File: src/rtl/mdu_control.sv
// Iterative multiply/divide unit for the EX stage: decodes the HI/LO funct
// group, runs one-bit-per-cycle shift-add multiply and restoring divide,
// and stalls the pipeline until the HI/LO result is architecturally visible.
module mdu_control #(
  parameter int WIDTH = 32,
  parameter int CNT_W = 6
) (
  input  logic             clk,
  input  logic             reset,
  input  logic             start,
  input  logic [1:0]       ALUOp,
  input  logic [5:0]       funct,
  input  logic [WIDTH-1:0] src_a,
  input  logic [WIDTH-1:0] src_b,
  output logic             busy,
  output logic [WIDTH-1:0] mf_data,
  output logic             mf_valid,
  output logic [WIDTH-1:0] hi,
  output logic [WIDTH-1:0] lo,
  output logic             div0
);

  localparam logic [5:0] F_MFHI  = 6'd16;
  localparam logic [5:0] F_MTHI  = 6'd17;
  localparam logic [5:0] F_MFLO  = 6'd18;
  localparam logic [5:0] F_MTLO  = 6'd19;
  localparam logic [5:0] F_MULT  = 6'd24;
  localparam logic [5:0] F_MULTU = 6'd25;
  localparam logic [5:0] F_DIV   = 6'd26;
  localparam logic [5:0] F_DIVU  = 6'd27;

  localparam logic [CNT_W-1:0] CNT_LAST = CNT_W'(WIDTH - 1);

  typedef enum logic [2:0] {
    S_IDLE,
    S_MUL,
    S_DIV,
    S_FIX,
    S_DONE
  } state_t;

  state_t             state_q, state_d;
  logic [CNT_W-1:0]   cnt_q, cnt_d;
  logic [WIDTH-1:0]   hi_q, hi_d;
  logic [WIDTH-1:0]   lo_q, lo_d;
  // Multiplicand for multiply, divisor for divide (always a magnitude).
  logic [WIDTH-1:0]   mcand_q, mcand_d;
  // Multiply: {partial product, remaining multiplier bits}.
  // Divide:   {partial remainder, dividend bits shifting into quotient}.
  logic [2*WIDTH-1:0] acc_q, acc_d;
  logic               sign_a_q, sign_a_d;
  logic               sign_b_q, sign_b_d;
  logic               is_div_q, is_div_d;
  logic               div0_q, div0_d;

  logic               accepted;
  logic               op_mul, op_div, op_signed;
  logic               a_neg, b_neg;
  logic [WIDTH-1:0]   a_mag, b_mag;
  logic [WIDTH:0]     mul_sum;
  logic [WIDTH:0]     div_shift;
  logic [WIDTH:0]     div_trial;
  logic [2*WIDTH-1:0] prod_fix;
  logic [WIDTH-1:0]   quo_fix, rem_fix;

  // Decode and operand magnitudes; the most negative value maps to 2**(WIDTH-1) unsigned.
  always_comb begin
    busy      = (state_q != S_IDLE);
    accepted  = start && (ALUOp == 2'b10) && !busy;
    op_mul    = accepted && ((funct == F_MULT) || (funct == F_MULTU));
    op_div    = accepted && ((funct == F_DIV)  || (funct == F_DIVU));
    op_signed = (funct == F_MULT) || (funct == F_DIV);
    a_neg     = op_signed && src_a[WIDTH-1];
    b_neg     = op_signed && src_b[WIDTH-1];
    a_mag     = a_neg ? -src_a : src_a;
    b_mag     = b_neg ? -src_b : src_b;
  end

  // One iteration of the shift-add multiply and restoring divide datapaths,
  // plus the sign-corrected results presented in FIX.
  always_comb begin
    mul_sum   = {1'b0, acc_q[2*WIDTH-1:WIDTH]} + {1'b0, mcand_q};
    div_shift = {acc_q[2*WIDTH-1:WIDTH], acc_q[WIDTH-1]};
    div_trial = div_shift - {1'b0, mcand_q};
    prod_fix  = (sign_a_q ^ sign_b_q) ? -acc_q : acc_q;
    quo_fix   = (sign_a_q ^ sign_b_q) ? -acc_q[WIDTH-1:0] : acc_q[WIDTH-1:0];
    rem_fix   = sign_a_q ? -acc_q[2*WIDTH-1:WIDTH] : acc_q[2*WIDTH-1:WIDTH];
  end

  // Next-state, operand capture and HI/LO update.
  always_comb begin
    // NOTE: every _d is defaulted to its _q first so no path leaves a signal unassigned (no latches).
    state_d  = state_q;
    cnt_d    = cnt_q;
    hi_d     = hi_q;
    lo_d     = lo_q;
    mcand_d  = mcand_q;
    acc_d    = acc_q;
    sign_a_d = sign_a_q;
    sign_b_d = sign_b_q;
    is_div_d = is_div_q;
    div0_d   = 1'b0;

    case (state_q)
      S_IDLE: begin
        if (op_mul) begin
          state_d  = S_MUL;
          cnt_d    = CNT_LAST;
          mcand_d  = a_mag;
          acc_d    = {{WIDTH{1'b0}}, b_mag};
          sign_a_d = a_neg;
          sign_b_d = b_neg;
          is_div_d = 1'b0;
        end else if (op_div) begin
          if (src_b == '0) begin
            // Divide by zero skips the datapath; result is visible in DONE.
            state_d = S_DONE;
            lo_d    = '1;
            hi_d    = src_a;
            div0_d  = 1'b1;
          end else begin
            state_d  = S_DIV;
            cnt_d    = CNT_LAST;
            mcand_d  = b_mag;
            acc_d    = {{WIDTH{1'b0}}, a_mag};
            sign_a_d = a_neg;
            sign_b_d = b_neg;
            is_div_d = 1'b1;
          end
        end else if (accepted && (funct == F_MTHI)) begin
          hi_d = src_a;
        end else if (accepted && (funct == F_MTLO)) begin
          lo_d = src_a;
        end
      end
      S_MUL: begin
        if (acc_q[0]) acc_d = {mul_sum, acc_q[WIDTH-1:1]};
        else          acc_d = {1'b0, acc_q[2*WIDTH-1:1]};
        cnt_d = cnt_q - 1'b1;
        if (cnt_q == '0) state_d = S_FIX;
      end
      S_DIV: begin
        if (!div_trial[WIDTH]) acc_d = {div_trial[WIDTH-1:0], acc_q[WIDTH-2:0], 1'b1};
        else                   acc_d = {div_shift[WIDTH-1:0], acc_q[WIDTH-2:0], 1'b0};
        cnt_d = cnt_q - 1'b1;
        if (cnt_q == '0) state_d = S_FIX;
      end
      S_FIX: begin
        if (is_div_q) begin
          lo_d = quo_fix;
          hi_d = rem_fix;
        end else begin
          hi_d = prod_fix[2*WIDTH-1:WIDTH];
          lo_d = prod_fix[WIDTH-1:0];
        end
        state_d = S_DONE;
      end
      S_DONE:  state_d = S_IDLE;
      default: state_d = S_IDLE;
    endcase
  end

  // MFHI/MFLO read port: combinational, only valid when the read is accepted.
  always_comb begin
    mf_valid = accepted && ((funct == F_MFHI) || (funct == F_MFLO));
    mf_data  = '0;
    if (mf_valid) mf_data = (funct == F_MFHI) ? hi_q : lo_q;
  end

  assign hi   = hi_q;
  assign lo   = lo_q;
  assign div0 = div0_q;

  // State registers with synchronous reset that also aborts any operation.
  always_ff @(posedge clk) begin
    // NOTE: sequential state uses non-blocking assignments so every flop samples pre-edge values.
    if (reset) begin
      state_q  <= S_IDLE;
      cnt_q    <= '0;
      hi_q     <= '0;
      lo_q     <= '0;
      mcand_q  <= '0;
      acc_q    <= '0;
      sign_a_q <= 1'b0;
      sign_b_q <= 1'b0;
      is_div_q <= 1'b0;
      div0_q   <= 1'b0;
    end else begin
      state_q  <= state_d;
      cnt_q    <= cnt_d;
      hi_q     <= hi_d;
      lo_q     <= lo_d;
      mcand_q  <= mcand_d;
      acc_q    <= acc_d;
      sign_a_q <= sign_a_d;
      sign_b_q <= sign_b_d;
      is_div_q <= is_div_d;
      div0_q   <= div0_d;
    end
  end

endmodule

File: config.mk
export PLATFORM = sky130hd
export DESIGN_NAME = mdu_control
export DESIGN_NICKNAME = d
export VERILOG_FILES = /design/src/rtl/mdu_control.sv
export SDC_FILE = /design/constraint.sdc
export NUM_CORES = 1
export LEC_CHECK = 0
export ABC_CLOCK_PERIOD_IN_PS = 7130
export BUFFER_PORTS_ARGS = -buffer_cell sky130_fd_sc_hd__buf_2
export CAP_MARGIN = 20
export CORE_ASPECT_RATIO = 1.2
export CORE_MARGIN = 2
export CORE_UTILIZATION = 56
export CTS_CLUSTER_DIAMETER = 120
export DETAILED_ROUTE_END_ITERATION = 10
export GPL_ROUTABILITY_DRIVEN = 0
export PLACE_DENSITY = 0.8
export SYNTH_ARGS = -nofsm -noshare
export SYNTH_HDL_FRONTEND = slang
export SYNTH_SLANG_ARGS = --single-unit
File: constraint.sdc
create_clock -name clk -period 7.13 [get_ports clk]
set_input_delay 1.0695 -clock clk [delete_from_list [all_inputs] [get_ports clk]]
set_output_delay 1.0695 -clock clk [all_outputs]
set_load 0.01 [all_outputs]
# == Yosys cells after proc, flatten, opt, wreduce, memory -nomap -nowiden ==
# Index checks and enable logic that the tools add are counted.
# totals
elab_cells,120
in_bits,75
register_bits,173
# classes
n_eq_ne,21
reduce_logical,30
add_sub_neg,8
bitwise,3
n_mux,48
# op_table
op,count
32-bit 2-to-1 mux,20
64-bit 2-to-1 mux,6
64-bit one-hot mux with 3 select lines,1
32-bit negation,4
32-bit one-hot mux with 2 select lines,2
64-bit negation,1
6-bit by 5-bit == test with 1-bit output (second input constant),8
32-bit by 32-bit adder with 33-bit output,1
33-bit by 32-bit subtractor with 33-bit output,1
32-bit logical NOT,1
6-bit 2-to-1 mux,3
3-bit inequality test (second input constant),6
3-bit 2-to-1 mux,4
6-bit one-hot mux with 2 select lines,1
1-bit 2-to-1 mux,10
1-bit logical AND,9
3-bit one-hot mux with 3 select lines,1
3-bit AND reduction,3
3-bit by 2-bit == test with 1-bit output (second input constant),2
6-bit logical NOT,1
2-bit nonzero test,3
3-bit nonzero test,2
6-bit by 1-bit subtractor with 6-bit output (second input constant),1
5-bit AND reduction,1
13 further kinds,18

# == Longest topological paths before layout ==
# Gate-level depths: netlist of the first run.
# depth
depth_word,9
ltp_mapped,15

# == Worst setup path before layout of the first run ==
# OpenSTA, ideal clock, no wires.
# synth_timing
kind,input to register
start,in src_b[0]
end,reg acc_q[31]
stages,10
setup_time_ns,0.119
slack_ns,3.407
required_time_ns,7.011
arrival_time_ns,3.604
path_buffers,2
path_cell_list,inv_1 -> ha_1 -> or3b_2 -> nor4_1 -> and3_1 -> or2_1 -> clkbuf_1 -> nand2_1 -> clkbuf_1 -> o221a_2
# synth_between
elab_chain_cells,4
word_cells_on_any_way,7
cone_classes,add/sub (1); eq/ne (1); mux (3); reduce/logical (2)
# synth_lines
item,line,text
start: declaration,14,"input logic [WIDTH-1:0] src_b,"
32-bit negation,76,b_mag = b_neg ? -src_b : src_b;
32-bit 2-to-1 mux,76,
64-bit 2-to-1 mux,106,if (op_mul) begin
64-bit one-hot mux with 3 select lines,104,case (state_q)
end signal: assignment,183,acc_q <= '0;
end signal: assignment,194,acc_q <= acc_d;
end: declaration,50,"logic [2*WIDTH-1:0] acc_q, acc_d;"
# Parallel ways exist; a longest one is shown, timed or not.
# A chain may end at the register's enable or synchronous reset.

# == Final worst setup path of the first run ==
# layout_timing
start,reg mcand_q[0]
end,reg acc_q[44]
# layout_between
elab_chain_cells,3
word_cells_on_any_way,5
cone_classes,add/sub (2); mux (3)
# layout_lines
item,line,text
start: declaration,47,"logic [WIDTH-1:0] mcand_q, mcand_d;"
start signal: assignment,193,mcand_q <= mcand_d;
33-bit by 32-bit subtractor with 33-bit output or 32-bit by 32-bit adder with 33-bit output (tied branches),"84, 82",
"64-bit 2-to-1 mux, on equally long branches","143, 137",
64-bit one-hot mux with 3 select lines *,104,
# Every way passes the cells marked *; elsewhere a longest branch is shown, timed or not.

==> results_dict.tcl, run 1 <==
set metrics [dict create \
    grt_max_degree 85 \
    crit_buf_inv 2 \
    slowest_delay_ns 0.61 \
    antenna_found_initial 1 \
    drive_above_1_share 0.120 \
    synth-edff-count 0 \
    ys.flop_type "dfxtp_1" \
    postSynth.asyncResetShare 0 \
    synth_mux_area_frac 0.0206 \
    worst_skew_pair.late_latency_ns 0.45 \
    worstSetupPathDepth 13 \
    grt_pass1_vias 15000 \
    die_h_um 182 \
    ys_types 72 \
    grt_overflow 0 \
    grt_setup_unrepaired "false" \
    die_area_um2 27800 \
    clkSinkCount 173 \
    synth_area_leaders "dfxtp_1 23%, a21oi_1 7.0%, nor2_1 6.7%" \
    vdd.ir_drop.worst_mv 0.509 \
    finalMaxSlewViolations 0 \
    p_leak_nw 6.73 \
    worst_ep_required_time_ns 7.43 \
    rows 65 \
    clk_path_buf_depth 2 \
    ys_seq_area_frac 0.233 \
    gr-usage-all-layers 0.358 \
    port_buffers 173 \
    cts_tree "done" \
    tns_ns 0 \
    fin_cells 2517 \
    cts_hold_buffers 0 \
    final_common_cell "nor2_1" \
    clk_pin_slew_ns 0.07 \
    viasPerCell 6.64 \
    critPathTopFamily "compound AO/OA/AOI/OAI gates" \
    path_class "reg2reg" \
    syn_inst 2102 \
    synth_compound_area_frac 0.305 \
    grt_util_met1 0.458 \
    post_cts_buffers 0 \
    yosysTopAreaCell "dfxtp_1" \
    regToRegStartpoint "mcand_q[0]" \
    core_area_um2 26200 \
    synth_xor_area_frac 0.103 \
    worst_pin_slew_ns 1.05 \
    setup_viol 0 \
    layout_common_cells "261 x nor2_1, 246 x nand2_1, 207 x a21oi_1" \
    hold_path.class "reg2reg" \
    area_growth_pct 11.2 \
    crit_chain "ha_1, inv_1, fa_1, a211oi_1, o21ai_0, o21ai_0, o2111ai_1, a41o_1, a221o_1, xor2_4, buf_4, mux2i_1, o22ai_1" \
    grt.met3_usage 0.0577 \
    fin_crit_sh 0.622 \
    status "finished clean" \
    avgSynthCellArea_um2 7.07 \
    r2r-end "acc_q[44]" \
    hold_slack_ns 0.503 \
    worst-r2r-cell-count 13 \
    final_util 0.631 \
    dp.cells 2482 \
    cts_max_level 4 \
    arrival_ns 4.73 \
    cts_buffers 17 \
    clock_skew_ns 0.0115 \
    cellPowerDensity_nw_per_um2 412 \
    synth-seq-cells 173 \
    cp-start-kind "flop" \
    drtIter0Drc 2322 \
    syn_area_um2 14900 \
    wirelength_mm 51.2 \
    dp_slack_ns 2.58 \
    crit_path_end_kind "flop" \
    io_pins 174 \
    post_cts_resize_count 0 \
    n_antenna_cell 0 \
    max_cap_violations 0 \
    antenna_left 0 \
    cts_root_buf "clkbuf_16" \
    startpoint "mcand_q[0]" \
    wl_per_cell_um 20.3 \
    busiest_layer "met2" \
    dp_hpwl_mm 38.8 \
    setup_ws_ns 2.69 \
    synth_top_family_by_area "compound AO/OA/AOI/OAI gates" \
    via_count 16700 \
    reg2reg_slack_ns 2.69 \
    synth_adder_area_share 0.0617 \
    slew_headroom 0.298 \
    max_freq_ghz 0.225 \
    cp_max_fo 25 \
    hold_viol_final 0 \
    cp-endpoint "acc_q[44]" \
    initial_core_util 0.567 \
    layout_min_cycle_time_ns 4.44 \
    grtUsageMet2 0.577 \
    synth-simple-area-share 0.220 \
    cp_common_cell "o21ai_0" \
    grt_pass1_wl_mm 81.0 \
    first_pass_iters 6 \
    syn-num-nets 2249 \
    yosys.area.top_type_share 0.233 \
    die_width_um 153 \
    ys_warn_count 0 \
    layout.nets 2316 \
    drcViolationCount 0 \
    worst_path_max_delay_cell "xor2_4" \
]
==> routing by layer <==
metal / wire, um / vias up
met2: 23000 / 1036
met4: 3200 / 2
met5: 13 / -
met1: 19700 / 7678
met3: 5290 / 198
li1: - / 7793
==> final cells by class <==
cell class,instances,area (um2)
Multi-Input combinational cell,1710,10600
Inverter,68,255
Clock inverter,10,208
Timing Repair Buffer,199,1110
Clock buffer,22,464
Sequential cell,173,3460
Fill cell,2314,9670
Tap cell,335,419
==> power by group <==
group	total (mW)	internal (mW)	switching [mW]
Sequential	1.38	1.10	0.277
Clock	1.10	0.677	0.420
Combinational	4.34	1.82	2.51
==> tightest hold or removal path, cell delays in order, from the launching register on <==
cell and delay (ns):
dfxtp_1 0.32, nand2_1 0.07, a21oi_1 0.06
==> flip-flops by register name, summed over array words and instances (netlist names) <==
signal / count
acc_q: 64
sign_a_q: 1
is_div_q: 1
state_q: 3
lo: 32
cnt_q: 6
div0: 1
hi: 32
mcand_q: 32
sign_b_q: 1
==> synth_stat cells, types with 6 or more instances <==
library cell,n
o31a_1,11
nand2b_1,15
a222oi_1,11
xnor2_1,90
or4_1,15
nand4_1,11
o41ai_1,10
nand2_1,246
a21o_1,29
a311oi_1,39
o21a_1,11
a211oi_1,42
and2_1,15
a221oi_1,18
o21ai_0,135
o211ai_1,29
dfxtp_1,173
a22oi_1,28
o21bai_1,6
o22ai_1,34
xor2_1,84
inv_1,68
nor2_1,266
nand3_1,15
nor2b_1,14
a21oi_1,207
clkbuf_1,141
o31ai_1,19
nor4_1,25
and3_1,15
a31oi_1,34
nor3_1,54
or3_1,12
ha_1,70
mux2i_1,25
==> cell families (layout without fill, tap and decap cells) <==
logic type | count (synthesis) | count (layout)
mux | 30 | 30
xor+xnor | 174 | 174
compound gates | 705 | 705
flops | 173 | 173
buf+inv | 219 | 299
simple gates | 729 | 729
fa+ha+maj | 72 | 72
==> worst min path at each step <==
stage | from | end | cells after the start
after floorplan | cnt_q[0] | cnt_q[0] | 1
after global placement | hi[9] | hi[9] | 2
after detailed placement | hi[9] | hi[9] | 2
after CTS | hi[9] | hi[9] | 2
after global routing | cnt_q[0] | cnt_q[0] | 1
final | hi[9] | hi[9] | 2
==> metrics by stage <==
step | total power [mW] | area, um2
6_report | 6.81 | 16500
5_1_grt | 7.26 | 16500
4_1_cts | 6.71 | 16500
3_5_place_dp | 5.63 | 15800
3_3_place_gp | 5.51 | 15800
2_1_floorplan | 4.71 | 14900
Note: power is estimated with default switching activity, not from simulation.
==> run 2, diff against run 1 <==
Settings changed: ABC_CLOCK_PERIOD_IN_PS 7130 to 4300.
Clock period 7.13 ns to 4.3 ns, I/O delays scaled along.
==> results_dict.tcl, run 2 (same netlist as run 1, synthesis figures left out) <==
set metrics [dict create \
    dp_hpwl_mm 39.9 \
    wl_per_cell_um 20.9 \
    final_common_cell "nor2_1" \
    rows 65 \
    clk_pin_slew_ns 0.07 \
    startpoint "mcand_q[0]" \
    grt.met3_usage 0.0632 \
    max_cap_violations 0 \
    layout.nets 2345 \
    largest_reg_flops 64 \
    cts_hold_buffers 0 \
    clkSinkCount 173 \
    worst_ep_required_time_ns 4.64 \
    io_pins 174 \
    path_class "reg2reg" \
    setup_viol 0 \
    gr-usage-all-layers 0.367 \
    layout_common_cells "261 x nor2_1, 246 x nand2_1, 207 x a21oi_1" \
    fill_cells 2349 \
    slew_headroom 0.320 \
    crit_buf_inv 2 \
    area_growth_pct 11.9 \
    antenna_left 0 \
    die_h_um 182 \
    clk_path_buf_depth 2 \
    cts_max_level 4 \
    slowest_delay_ns 0.42 \
    core_area_um2 26200 \
    n_antenna_cell 0 \
    regToRegStartpoint "mcand_q[0]" \
    viasPerCell 6.70 \
    drive_above_1_share 0.130 \
    grt_overflow 0 \
    wirelength_mm 53.1 \
    cp_max_fo 15 \
    reg2reg_slack_ns 0.23 \
    die_area_um2 27800 \
    grtUsageMet2 0.607 \
    grt_util_met1 0.457 \
    fin_crit_sh 0.947 \
    worst_skew_pair.late_latency_ns 0.45 \
    grt_pass1_wl_mm 83.1 \
    hold_path.class "reg2reg" \
    fin_cells 2544 \
    grt_pass1_vias 15600 \
    dp.cells 2512 \
    worst-r2r-cell-count 13 \
    via_count 17000 \
    critPathTopFamily "compound AO/OA/AOI/OAI gates" \
    cp-start-kind "flop" \
    finalMaxSlewViolations 0 \
    grt_setup_unrepaired "false" \
    p_leak_nw 6.81 \
    arrival_ns 4.41 \
    cp-endpoint "acc_q[0]" \
    tns_ns 0 \
    initial_core_util 0.567 \
    worst_pin_slew_ns 1.02 \
    worstSetupPathDepth 13 \
    hold_viol_final 0 \
    r2r-end "acc_q[0]" \
    busiest_layer "met2" \
    grt_max_degree 111 \
    crit_path_end_kind "flop" \
    post_cts_resize_count 0 \
    max_freq_ghz 0.246 \
    worst_path_max_delay_cell "fa_1" \
    drcViolationCount 0 \
    first_pass_iters 9 \
    cts_root_buf "clkbuf_16" \
    post_cts_buffers 0 \
    die_width_um 153 \
    vdd.ir_drop.worst_mv 1.00 \
    cellPowerDensity_nw_per_um2 683 \
    cts_tree "done" \
    cts_buffers 17 \
    layout_min_cycle_time_ns 4.07 \
    status "finished clean" \
    antenna_found_initial 0 \
    port_buffers 173 \
    drtIter0Drc 2448 \
    crit_chain "ha_1, inv_1, fa_1, a211oi_1, o21ai_0, o21ai_0, o2111ai_1, a41o_1, a221o_1, xor2_4, buf_4, a21oi_1, a211oi_1" \
    clock_skew_ns 0.0100 \
    top_register "acc_q" \
]
-- run 2: cell types whose count changed in the layout (fill, tap and decap cells not counted) --
cell,previous run,this run
clkbuf_4,1,0
inv_6,1,0
buf_4,23,52
buf_12,0,2
clkbuf_8,2,4
clkinv_4,1,0
clkinvlp_4,0,3
clkinv_2,2,3
bufinv_16,6,0
buf_8,1,0
-- run 2: per-stage QoR --
stage	power [mW]	hold slack, ns	instance area (um2)	worst slack (ns)	utilization
floorplan	7.68	0.460	14900	0.655	-
global placement	9.40	0.466	16000	0.470	0.612
detailed placement	9.55	0.471	16000	0.372	0.612
CTS	11.0	0.480	16600	0.340	0.632
global route	12.0	0.500	16600	0.0876	0.634
finish	11.3	0.484	16600	0.227	0.634
-- run 2: worst min path at each step --
stage,from,to,cells after the start
floorplan,cnt_q[0],cnt_q[0],1
global placement,hi[9],hi[9],2
detailed placement,hi[9],hi[9],2
CTS,hi[9],hi[9],2
global route,src_a[5],hi[5],3
finish,hi[9],hi[9],2
-- run 2: layout make-up --
type                    instances  area [um2]  area share
inverters                      68         255      0.0154
repair buffers                228        1350      0.0810
clock inverters                 6        37.5     0.00226
clock buffers                  24         492      0.0296
flip-flops and latches        173        3460       0.208
well taps                     335         419      0.0252
multi-input cells            1710       10600       0.638
-- run 2: layer usage --
layer | share of wire | routed length [um]
met1 | 0.38 | 20000
met2 | 0.46 | 24200
met3 | 0.11 | 5880
met4 | 0.057 | 3030
met5 | 0 | 0
-- run 2: where the power goes --
group,internal (mW),switching [mW],total [mW]
clock,0.791,0.665,1.46
sequential,1.83,0.408,2.24
combinational,3.19,4.46,7.65
total,5.81,5.53,11.3
-- run 2: worst reg2reg max path, stage by stage (launching register included) --
cell	delay, ns
dfxtp_1	0.37
ha_1	0.20
inv_1	0.06
fa_1	0.42
a211oi_1	0.23
o21ai_0	0.24
o21ai_0	0.36
o2111ai_1	0.25
a41o_1	0.32
a221o_1	0.39
xor2_4	0.40
buf_4	0.32
a21oi_1	0.12
a211oi_1	0.29
